<file path="config.mk">
export PLATFORM = sky130hd
export DESIGN_NAME = regfile_reader
export DESIGN_NICKNAME = d
export VERILOG_FILES = /design/src/rtl/regfile_reader_pkg.sv /design/src/rtl/regfile_reader.sv
export SDC_FILE = /design/constraint.sdc
export NUM_CORES = 1
export LEC_CHECK = 0
export CAP_MARGIN = 5
export CORE_ASPECT_RATIO = 1.1
export CORE_MARGIN = 1.5
export CORE_UTILIZATION = 38
export DETAILED_ROUTE_END_ITERATION = 7
export GPL_ROUTABILITY_DRIVEN = 0
export GPL_TIMING_DRIVEN = 0
export PLACE_DENSITY_LB_ADDON = 0.05
export SETUP_SLACK_MARGIN = 0.05
export SLEW_MARGIN = 20
export SYNTH_ARGS = -nofsm -noshare
export SYNTH_HDL_FRONTEND = slang
export SYNTH_SLANG_ARGS = --single-unit
export TNS_END_PERCENT = 10
</file>
<file path="constraint.sdc">
create_clock -name clk -period 1.7 [get_ports clk]
set_input_delay 0.34 -clock clk [delete_from_list [all_inputs] [get_ports clk]]
set_output_delay 0.34 -clock clk [all_outputs]
set_load 0.005 [all_outputs]
</file>
<file path="src/rtl/regfile_reader_pkg.sv">
// Shared definitions for the register-file dump streamer: default geometry
// and the FSM state encoding.
package regfile_reader_pkg;

  localparam int DEF_NUM_REGS = 32;
  localparam int DEF_DATA_W   = 8;
  localparam int DEF_ADDR_W   = 5;

  // One state per phase of a pair: address the pair, stream low, stream high.
  typedef enum logic [2:0] {
    ST_IDLE    = 3'd0,
    ST_READ    = 3'd1,
    ST_SEND_LO = 3'd2,
    ST_SEND_HI = 3'd3,
    ST_DONE    = 3'd4
  } state_t;

endpackage

</file>
<file path="src/rtl/regfile_reader.sv">
// Dumps every register of a two-read-port register file as a ready/valid
// stream. Registers are fetched in even/odd pairs: both values of a pair are
// snapshotted in one READ cycle, then streamed low-then-high. A one-cycle done
// pulse follows acceptance of the final beat.
module regfile_reader
  import regfile_reader_pkg::*;
#(
  parameter int NUM_REGS = DEF_NUM_REGS,
  parameter int DATA_W   = DEF_DATA_W,
  parameter int ADDR_W   = DEF_ADDR_W
) (
  input  logic              clk,
  input  logic              reset,
  input  logic              start,
  output logic [ADDR_W-1:0] ra1,
  output logic [ADDR_W-1:0] ra2,
  input  logic [DATA_W-1:0] rd1,
  input  logic [DATA_W-1:0] rd2,
  output logic [DATA_W-1:0] dout,
  output logic [ADDR_W-1:0] dout_addr,
  output logic              dout_valid,
  input  logic              dout_ready,
  output logic              busy,
  output logic              done
);

  localparam int                IDX_W    = ADDR_W - 1;
  localparam logic [IDX_W-1:0]  LAST_IDX = IDX_W'(NUM_REGS / 2 - 1);

  state_t              state_r;
  state_t              state_s;
  logic [IDX_W-1:0]    idx_r;
  logic [DATA_W-1:0]   hold_lo_r;
  logic [DATA_W-1:0]   hold_hi_r;
  logic                last_pair_s;

  // The pair counter stops at the last pair; DONE is reached from there.
  assign last_pair_s = (idx_r == LAST_IDX);

  // State register; reset aborts any dump in progress.
  always_ff @(posedge clk) begin
    if (!reset) begin
      state_r <= ST_IDLE;
    end else begin
      state_r <= state_s;
    end
  end

  // Pair counter and snapshot registers for the pair being streamed.
  always_ff @(posedge clk) begin
    if (!reset) begin
      idx_r     <= '0;
      hold_lo_r <= '0;
      hold_hi_r <= '0;
    end else begin
      case (state_r)
        ST_IDLE: begin
          if (start) begin
            idx_r <= '0;
          end
        end
        ST_READ: begin
          hold_lo_r <= rd1;
          hold_hi_r <= rd2;
        end
        ST_SEND_HI: begin
          if (dout_ready && !last_pair_s) begin
            idx_r <= idx_r + IDX_W'(1);
          end
        end
        default: begin
        end
      endcase
    end
  end

  // Next-state logic; start only matters in IDLE, so it is never queued.
  always_comb begin
    state_s = state_r;
    case (state_r)
      ST_IDLE: begin
        if (start) begin
          state_s = ST_READ;
        end else begin
          state_s = ST_IDLE;
        end
      end
      ST_READ: begin
        state_s = ST_SEND_LO;
      end
      ST_SEND_LO: begin
        if (dout_ready) begin
          state_s = ST_SEND_HI;
        end else begin
          state_s = ST_SEND_LO;
        end
      end
      ST_SEND_HI: begin
        if (!dout_ready) begin
          state_s = ST_SEND_HI;
        end else if (last_pair_s) begin
          state_s = ST_DONE;
        end else begin
          state_s = ST_READ;
        end
      end
      ST_DONE: begin
        state_s = ST_IDLE;
      end
      default: begin
        state_s = ST_IDLE;
      end
    endcase
  end

  // Moore output decode; everything is zero unless the state drives it, so
  // stream data stays stable under backpressure because it comes from the
  // snapshot registers.
  always_comb begin
    ra1        = '0;
    ra2        = '0;
    dout       = '0;
    dout_addr  = '0;
    dout_valid = 1'b0;
    busy       = 1'b0;
    done       = 1'b0;
    case (state_r)
      ST_IDLE: begin
        busy = 1'b0;
      end
      ST_READ: begin
        ra1  = {idx_r, 1'b0};
        ra2  = {idx_r, 1'b1};
        busy = 1'b1;
      end
      ST_SEND_LO: begin
        dout       = hold_lo_r;
        dout_addr  = {idx_r, 1'b0};
        dout_valid = 1'b1;
        busy       = 1'b1;
      end
      ST_SEND_HI: begin
        dout       = hold_hi_r;
        dout_addr  = {idx_r, 1'b1};
        dout_valid = 1'b1;
        busy       = 1'b1;
      end
      ST_DONE: begin
        done = 1'b1;
      end
      default: begin
        busy = 1'b0;
      end
    endcase
  end

endmodule

</file>
==> Yosys cells after proc, flatten, opt, wreduce, memory -nomap -nowiden <==
Index checks and enable logic that the tools add are counted.
{ "totals": {"register_bits": 23, "input_bits": 20, "output_inout_bits": 26, "word_cells": 34} }
{ "op_classes": {"add_sub_neg": 1, "n_eq_ne": 7, "muxes": 15, "n_reduce_logical": 7} }
{ "ops": {"columns": ["op", "count"], "rows": [
  ["$pmux W8 S2", 1],
  ["$pmux W3 S4", 1],
  ["$mux W5", 2],
  ["$pmux W5 S2", 1],
  ["$mux W4", 2],
  ["$pmux W4 S2", 1],
  ["$eq A3 B2 Y1 const B", 2],
  ["$mux W3", 2],
  ["$mux W1", 5],
  ["$add A4 B1 Y4 const B", 1],
  ["$eq A4 B4 Y1 const B", 1],
  ["$ne A2 B2 Y1 const B", 2],
  ["$eq A3 B1 Y1 const B", 1],
  ["$eq A3 B3 Y1 const B", 1],
  ["$logic_not A3 Y1", 1],
  ["$reduce_and A3 Y1", 1],
  ["$reduce_or A3 Y1", 1],
  ["$reduce_bool A2 Y1", 1],
  ["$reduce_or A2 Y1", 1],
  ["$logic_and A1 B1 Y1", 1],
  ["$logic_not A1 Y1", 1]
]} }

==> Longest topological paths before layout <==
Gate-level depths: netlist (run 1).
{ "depth": {"depth_word": 5, "ltp_mapped": 7, "mapped_depth_nobuf": 5} }

==> Least setup slack after synthesis (run 1) <==
No wires, ideal clock.
{ "synth_path": {"path_type": "reg2out", "startpoint": "register state_r[1]", "endpoint": "output ra2[3]", "arrival_time_ns": 1.366, "setup_slack_ns": -0.006, "path_stages_with_launch": 8, "n_path_buf": 4, "path_cell_list": "dfxtp_1 -> buf_6 -> or3b_1 -> buf_6 -> inv_2 -> buf_6 -> and2_1 -> buf_4"} }
{ "synth_via": {"elab_chain_cells": 2} }
{ "synth_lines": {"columns": ["item", "line_no", "source"], "rows": [
  ["from (decl)", "regfile_reader.sv:30", "state_t state_r;"],
  ["from (signal assigned)", "regfile_reader.sv:45", "state_r <= state_s;"],
  ["$eq A3 B1 Y1", "regfile_reader.sv:127", "case (state_r)"],
  ["$mux W5", "regfile_reader.sv:127", null],
  ["to (decl)", "regfile_reader.sv:16", "output logic [ADDR_W-1:0] ra2,"]
]} }
No other way between the ends.

==> Worst setup path in the final report (run 1) <==
{ "layout_path": {"startpoint": "register state_r[2]", "endpoint": "output ra2[3]"} }
Same word-level chain as after synthesis.

==> flow_metrics.tcl, run 1 <==
set metrics [dict create \
    grt_pass1_vias 1133 \
    final_antenna_net_count 0 \
    yosys_most_used_dff "dfxtp_1" \
    hpwlAfterDp_um 2036 \
    grt_antenna_before_repair 0 \
    final_hold_viol_count 0 \
    worst_path_dominant_cell_family "simple AND/OR/NAND/NOR gates" \
    fin_crit_sh 1.086 \
    syn_area_mm2 0.001234 \
    synth_cells 150 \
    setup_viol 11 \
    crit_chain "or3b_4, inv_6, and2_4, buf_6, buf_6" \
    die_area_mm2 0.003598 \
    synth_seq_area_share 0.3732 \
    cts_buffers 3 \
    cpMostUsedCell "buf_6" \
    h-tree-depth 1 \
    p_per_area_mw_per_mm2 625.9 \
    grt_pass1_wl_um 4940 \
    ctsRootBufferMaster "clkbuf_4" \
    peakVddDrop_mv 0.4337 \
    vias 1202 \
    top_layer "met4" \
    skew_ps 10.46 \
    first_pass_iters 2 \
    end_kind "output pin" \
    slowest_stage "or3b_4" \
    slew_viol_final 0 \
    nFillCells 302 \
    io_pins 46 \
    clock_path_buffers 2 \
    fp.dieW_um 57.33 \
    cts_sinks 23 \
    port_buffers 44 \
    syn2layout_area_growth_pct 47.77 \
    fin_nets 225 \
    clk_pin_slew_worst_paths_ps 130 \
    synth.ff_latch_count 23 \
    synth_edf_count 0 \
    synth_nets 171 \
    min_path_type "reg2reg" \
    rrSetupSlack_ps 140 \
    cpPeakStageDelay_ps 430 \
    clock.fmax_mhz 541.5 \
    vias_per_cell 5.072 \
    arrival_ps 1510 \
    drc 0 \
    wl_met1_um 1223 \
    coreArea_mm2 0.003074 \
    n_antenna_cell 0 \
    final_layout_size_suffix_gt1_frac 0.3005 \
    ys_types 34 \
    grt_max_degree 13 \
    met3_length_um 143 \
    cp_data_required_time_ps 1360 \
    p_leak_uw 0.0007890 \
    die_h_um 62.76 \
    grt_setup_unrepaired "yes" \
    postLayoutCoreUtil 0.5930 \
    grtUsageTotal 0.1719 \
    wl_met2_um 1647 \
    cp_max_fo 7 \
    min_period_ps 1847 \
    rows 21 \
    start_kind "flop" \
    initial_core_util 0.4013 \
    wire_per_inst_um 12.84 \
    maxCapViolations 0 \
    status "finished with violations" \
    drtIter0Drc 18 \
    clock_latency_ps 310 \
    grt-ovfl-total 0 \
    hold_ws_ps 461.2 \
    syn_area_per_cell_um2 8.225 \
    worst-setup-path-type "reg2out" \
    ys_warn_count 0 \
    ys_async_sr_fraction 0 \
    violations "negative setup slack" \
    cts_tree "yes" \
    cp_num_buf_inv 3 \
    wirelength_um 3043 \
    fin_ws_ps -146.8 \
]
## final cells by class
class                   instances  area, um^2  share of cell area
plain buffers                  11       108.9             0.05971
clock buffers                   4       26.28             0.01441
inverters                       2       17.52            0.009609
multi-input cells             110       688.2              0.3775
flip-flops and latches         23       469.2              0.2574
well taps                      34       42.54             0.02334
repair buffers                 53       470.5              0.2581
## where the power goes
part	internal (uW)	leakage, uW	switching, uW
Combinational	167	0.000585	140
Sequential	568	0.000189	18.6
Clock	91.4	0.0000150	157
## what timing repair did
action	in CTS	in global routing
pin swaps	1	1
hold buffers	0	0
endpoints found under the setup margin	25	22
resized for setup	86	23
cloned	0	1
setup buffers	8	0
## tightest hold or removal path, delay by kind of cell (launching register included)
kind,cells,cell delay (ps)
DFF,1,330
and+or+nand+nor,1,50
AOI/OAI and AO/OA,1,50
## per-layer routing
metal | vias to the layer above | GRT usage
met1 | 570 | 0.1908
li1 | 601 | -
met2 | 27 | 0.3276
met3 | 4 | 0.03106
met5 | - | 0
met4 | 0 | 0.04360
## worst paths after layout
path | from | endpoint | cells past startpoint
max reg2reg | state_r[1] | idx_r[3] | 5
min | hold_lo_r[0] | hold_lo_r[0] | 2
min reg2reg | hold_lo_r[0] | hold_lo_r[0] | 2
max | state_r[2] | ra2[3] | 5
## stage by stage
stage | worst slack [ps] | setup TNS (ps) | total power (uW) | std cells | cell area, um^2
2_1_floorplan | 51.54 | 0 | 754.3 | 150 | 1251
6_report | -146.8 | -1238 | 1141 | 237 | 1823
3_5_place_dp | -485.9 | -5443 | 865.0 | 228 | 1734
4_1_cts | -330.0 | -4446 | 1139 | 239 | 1824
5_1_grt | -217.0 | -2230 | 1204 | 237 | 1823
3_3_place_gp | -488.0 | -5411 | 861.3 | 228 | 1734
## flip-flops by register name, indices dropped and copies added (netlist names)
register and cells:
state_r 3, hold_lo_r 8, hold_hi_r 8, idx_r 4
## Yosys cell counts (2+ instances only)
cell type | count | share of area
buf_6 | 4 | 0.037
and2_1 | 10 | 0.051
buf_2 | 4 | 0.016
buf_4 | 6 | 0.037
dfxtp_1 | 23 | 0.37
o21ai_0 | 2 | 0.0081
and3_2 | 2 | 0.012
nand4_1 | 2 | 0.010
a21boi_1 | 15 | 0.091
nor2_1 | 11 | 0.033
nand3_1 | 2 | 0.0081
nand2_1 | 38 | 0.12
mux2i_1 | 10 | 0.081
## kinds of logic after synthesis
family,after synthesis,share of synthesized area
flip-flops,23,0.3732
AND/OR/NAND/NOR,75,0.2921
multiplexers,10,0.08114
AO/OA/AOI/OAI,23,0.1420
adder cells (fa/ha/maj),1,0.01014
other,1,0.003040
buffers and inverters,17,0.09836
## cell usage in the layout (no fill, tap or decap), types with 2 or more instances in the layout
cell type / synthesis / routed
and2_4: 0 / 5
nand3_1: 2 / 2
a21boi_1: 15 / 15
dlygate4sd2_1: 0 / 4
nor2_1: 11 / 9
buf_4: 6 / 7
nand2_1: 38 / 38
and2_1: 10 / 5
o21ai_0: 2 / 2
clkdlybuf4s50_1: 0 / 19
clkbuf_1: 1 / 2
clkbuf_4: 0 / 3
buf_2: 4 / 10
clkbuf_2: 0 / 6
dfxtp_4: 0 / 2
buf_6: 4 / 11
dfxtp_1: 23 / 20
and3_2: 2 / 2
mux2i_1: 10 / 9
inv_6: 0 / 2
nand4_1: 2 / 2
Power figures use the tool's default switching activity.
==> inputs of run 2 (changes only) <==
Settings changed: PLACE_DENSITY set to 0.69, PLACE_DENSITY_LB_ADDON 0.05 to unset.
==> run 2 against run 1 <==
  * The run still ends with negative setup slack left
  * Global-route usage is 0.90 points higher
  * Largest cell class unchanged
  * Wire length is 1.1% lower
  * Count of clock-buffer cells in the layout stayed put
  * Cell area is 0.89% higher
  * Worst hold slack better by 2.3 ps
  * Setup slack better by 10 ps
  * Final cell count is 0.84% higher
  * First-iteration DRC count is 67% higher
  * Critical endpoint unchanged
  * Clock power hardly changed
  * Critical path depth stayed put
  * Maximum frequency is 0.55% higher
  * Highest routed layer unchanged
==> flow_metrics.tcl, run 2 (synthesized netlist as in run 1, its figures left out) <==
set metrics [dict create \
    fin_area_mm2 0.001839 \
    grt_antenna_before_repair 0 \
    slew_viol_final 0 \
    vias_per_cell 4.979 \
    final_antenna_net_count 0 \
    drc 0 \
    p_leak_uw 0.0007997 \
    n_antenna_cell 0 \
    die_h_um 62.76 \
    clock.fmax_mhz 544.5 \
    grt_max_degree 13 \
    skew_ps 4.421 \
    dp.cells 228 \
    rr_startpoint "state_r[1]" \
    end_kind "output pin" \
    hpwlAfterDp_um 2185 \
    min_period_ps 1837 \
    final_layout_size_suffix_gt1_frac 0.3171 \
    violations "negative setup slack" \
    place_ws_ps -486.2 \
    worst-setup-path-type "reg2out" \
    rrSetupSlack_ps 160 \
    clock_latency_ps 300 \
    crit_chain "or3b_4, clkinv_4, and2_4, buf_6, buf_6" \
    cpMostUsedCell "buf_6" \
    coreArea_mm2 0.003074 \
    min_path_type "reg2reg" \
    slowest_stage "or3b_4" \
    cts_tree "yes" \
    port_buffers 44 \
    min_to "hold_lo_r[5]" \
    fin_nets 227 \
    setup_viol 10 \
    wire_per_inst_um 12.59 \
    fin_crit_sh 1.080 \
    r2r_cells 5 \
    fp.dieW_um 57.33 \
    cp_data_required_time_ps 1360 \
    grt_pass1_wl_um 5195 \
    ctsRootBufferMaster "clkbuf_4" \
    grt-ovfl-total 0 \
    hp-start "hold_lo_r[5]" \
    drtIter0Drc 30 \
    h-tree-depth 1 \
    die_area_mm2 0.003598 \
    cpPeakStageDelay_ps 420 \
    cts_buffers 3 \
    clock_path_buffers 2 \
    cp_max_fo 6 \
    dpl_cell_area_mm2 0.001734 \
    first_pass_iters 4 \
    p_per_area_mw_per_mm2 624.4 \
    tns_ps -824.3 \
    layout_common_cells "nand2_1 (38), dfxtp_1 (20), clkdlybuf4s50_1 (19)" \
    syn2layout_area_growth_pct 49.09 \
    final_hold_viol_count 0 \
    initial_core_util 0.4013 \
    grtUsageTotal 0.1810 \
    r2r-end "idx_r[3]" \
    peakVddDrop_mv 0.5927 \
    maxCapViolations 0 \
    cts_sinks 23 \
    hold_ws_ps 463.4 \
    rows 21 \
    min_path_cells 2 \
    grt_pass1_vias 1182 \
    arrival_ps 1500 \
    reg_top3 "hold_hi_r: 8 flops, hold_lo_r: 8 flops, idx_r: 4 flops" \
    grt_setup_unrepaired "yes" \
    stdcell_count 239 \
    io_pins 46 \
    vias 1190 \
    start_kind "flop" \
    fin_ws_ps -136.7 \
    layout.cells.most_common "nand2_1" \
    wirelength_um 3009 \
    status "finished with violations" \
    clk_pin_slew_worst_paths_ps 120 \
]
==> run 2: cell count changes in the layout (fill, tap and decap cells not counted), moves of 2 or more <==
| cell | change |
|---|---|
| buf_4 | +2 |
| clkbuf_2 | +3 |
| buf_6 | +2 |
| inv_6 | -2 |
| dlygate4sd2_1 | -3 |
==> run 2: how the worst max path moves through the flow <==
stage / from / end / slack [ps] / cells after the start
after CTS: state_r[0] / ra2[2] / -330 / 8
after detailed placement: state_r[0] / ra2[1] / -490 / 8
after global placement: state_r[0] / ra2[1] / -490 / 8
final: state_r[2] / ra2[3] / -140 / 5
after global routing: state_r[0] / ra2[2] / -190 / 5
after floorplan: state_r[1] / ra2[3] / 50 / 7
==> run 2: final cells by class <==
cell class                 count  area, um^2
buffer                        11       117.6
multi-input combinational    110       681.9
fill                         303        1235
tap                           34       42.54
inverter                       2       20.02
clock buffer                   4       26.28
sequential                    23       469.2
timing repair buffer          55       481.7
==> run 2: worst max-delay path: cells and delay by family (launching register included) <==
family / cells / cell delay (ps)
simple gates: 2 / 570
flops: 1 / 370
buf+inv: 3 / 260
==> run 2: what timing repair did <==
action,in CTS,in global routing
endpoints found under the setup margin,25,26
setup buffers,6,4
pin swaps,0,1
resized for setup,93,28
cloned,0,1
hold buffers,0,0
==> run 2: power breakdown <==
part / internal, uW / total (uW) / switching (uW)
registers: 568 / 586 / 18.1
logic: 177 / 314 / 137
clock network: 91.4 / 248 / 157
==> run 2: stage by stage <==
step | total power, uW | util
2_1_floorplan | 754.3 | -
3_3_place_gp | 860.9 | 0.5641
3_5_place_dp | 865.5 | 0.5641
4_1_cts | 1145 | 0.5902
5_1_grt | 1221 | 0.5983
6_report | 1148 | 0.5983
==> run 2: per-layer routing <==
layer,share of wire,up-vias,track usage
met5,0,-,0
met4,0.0043,0,0.03488
met3,0.076,2,0.04555
met2,0.50,40,0.3362
met1,0.42,551,0.2054
li1,-,597,-
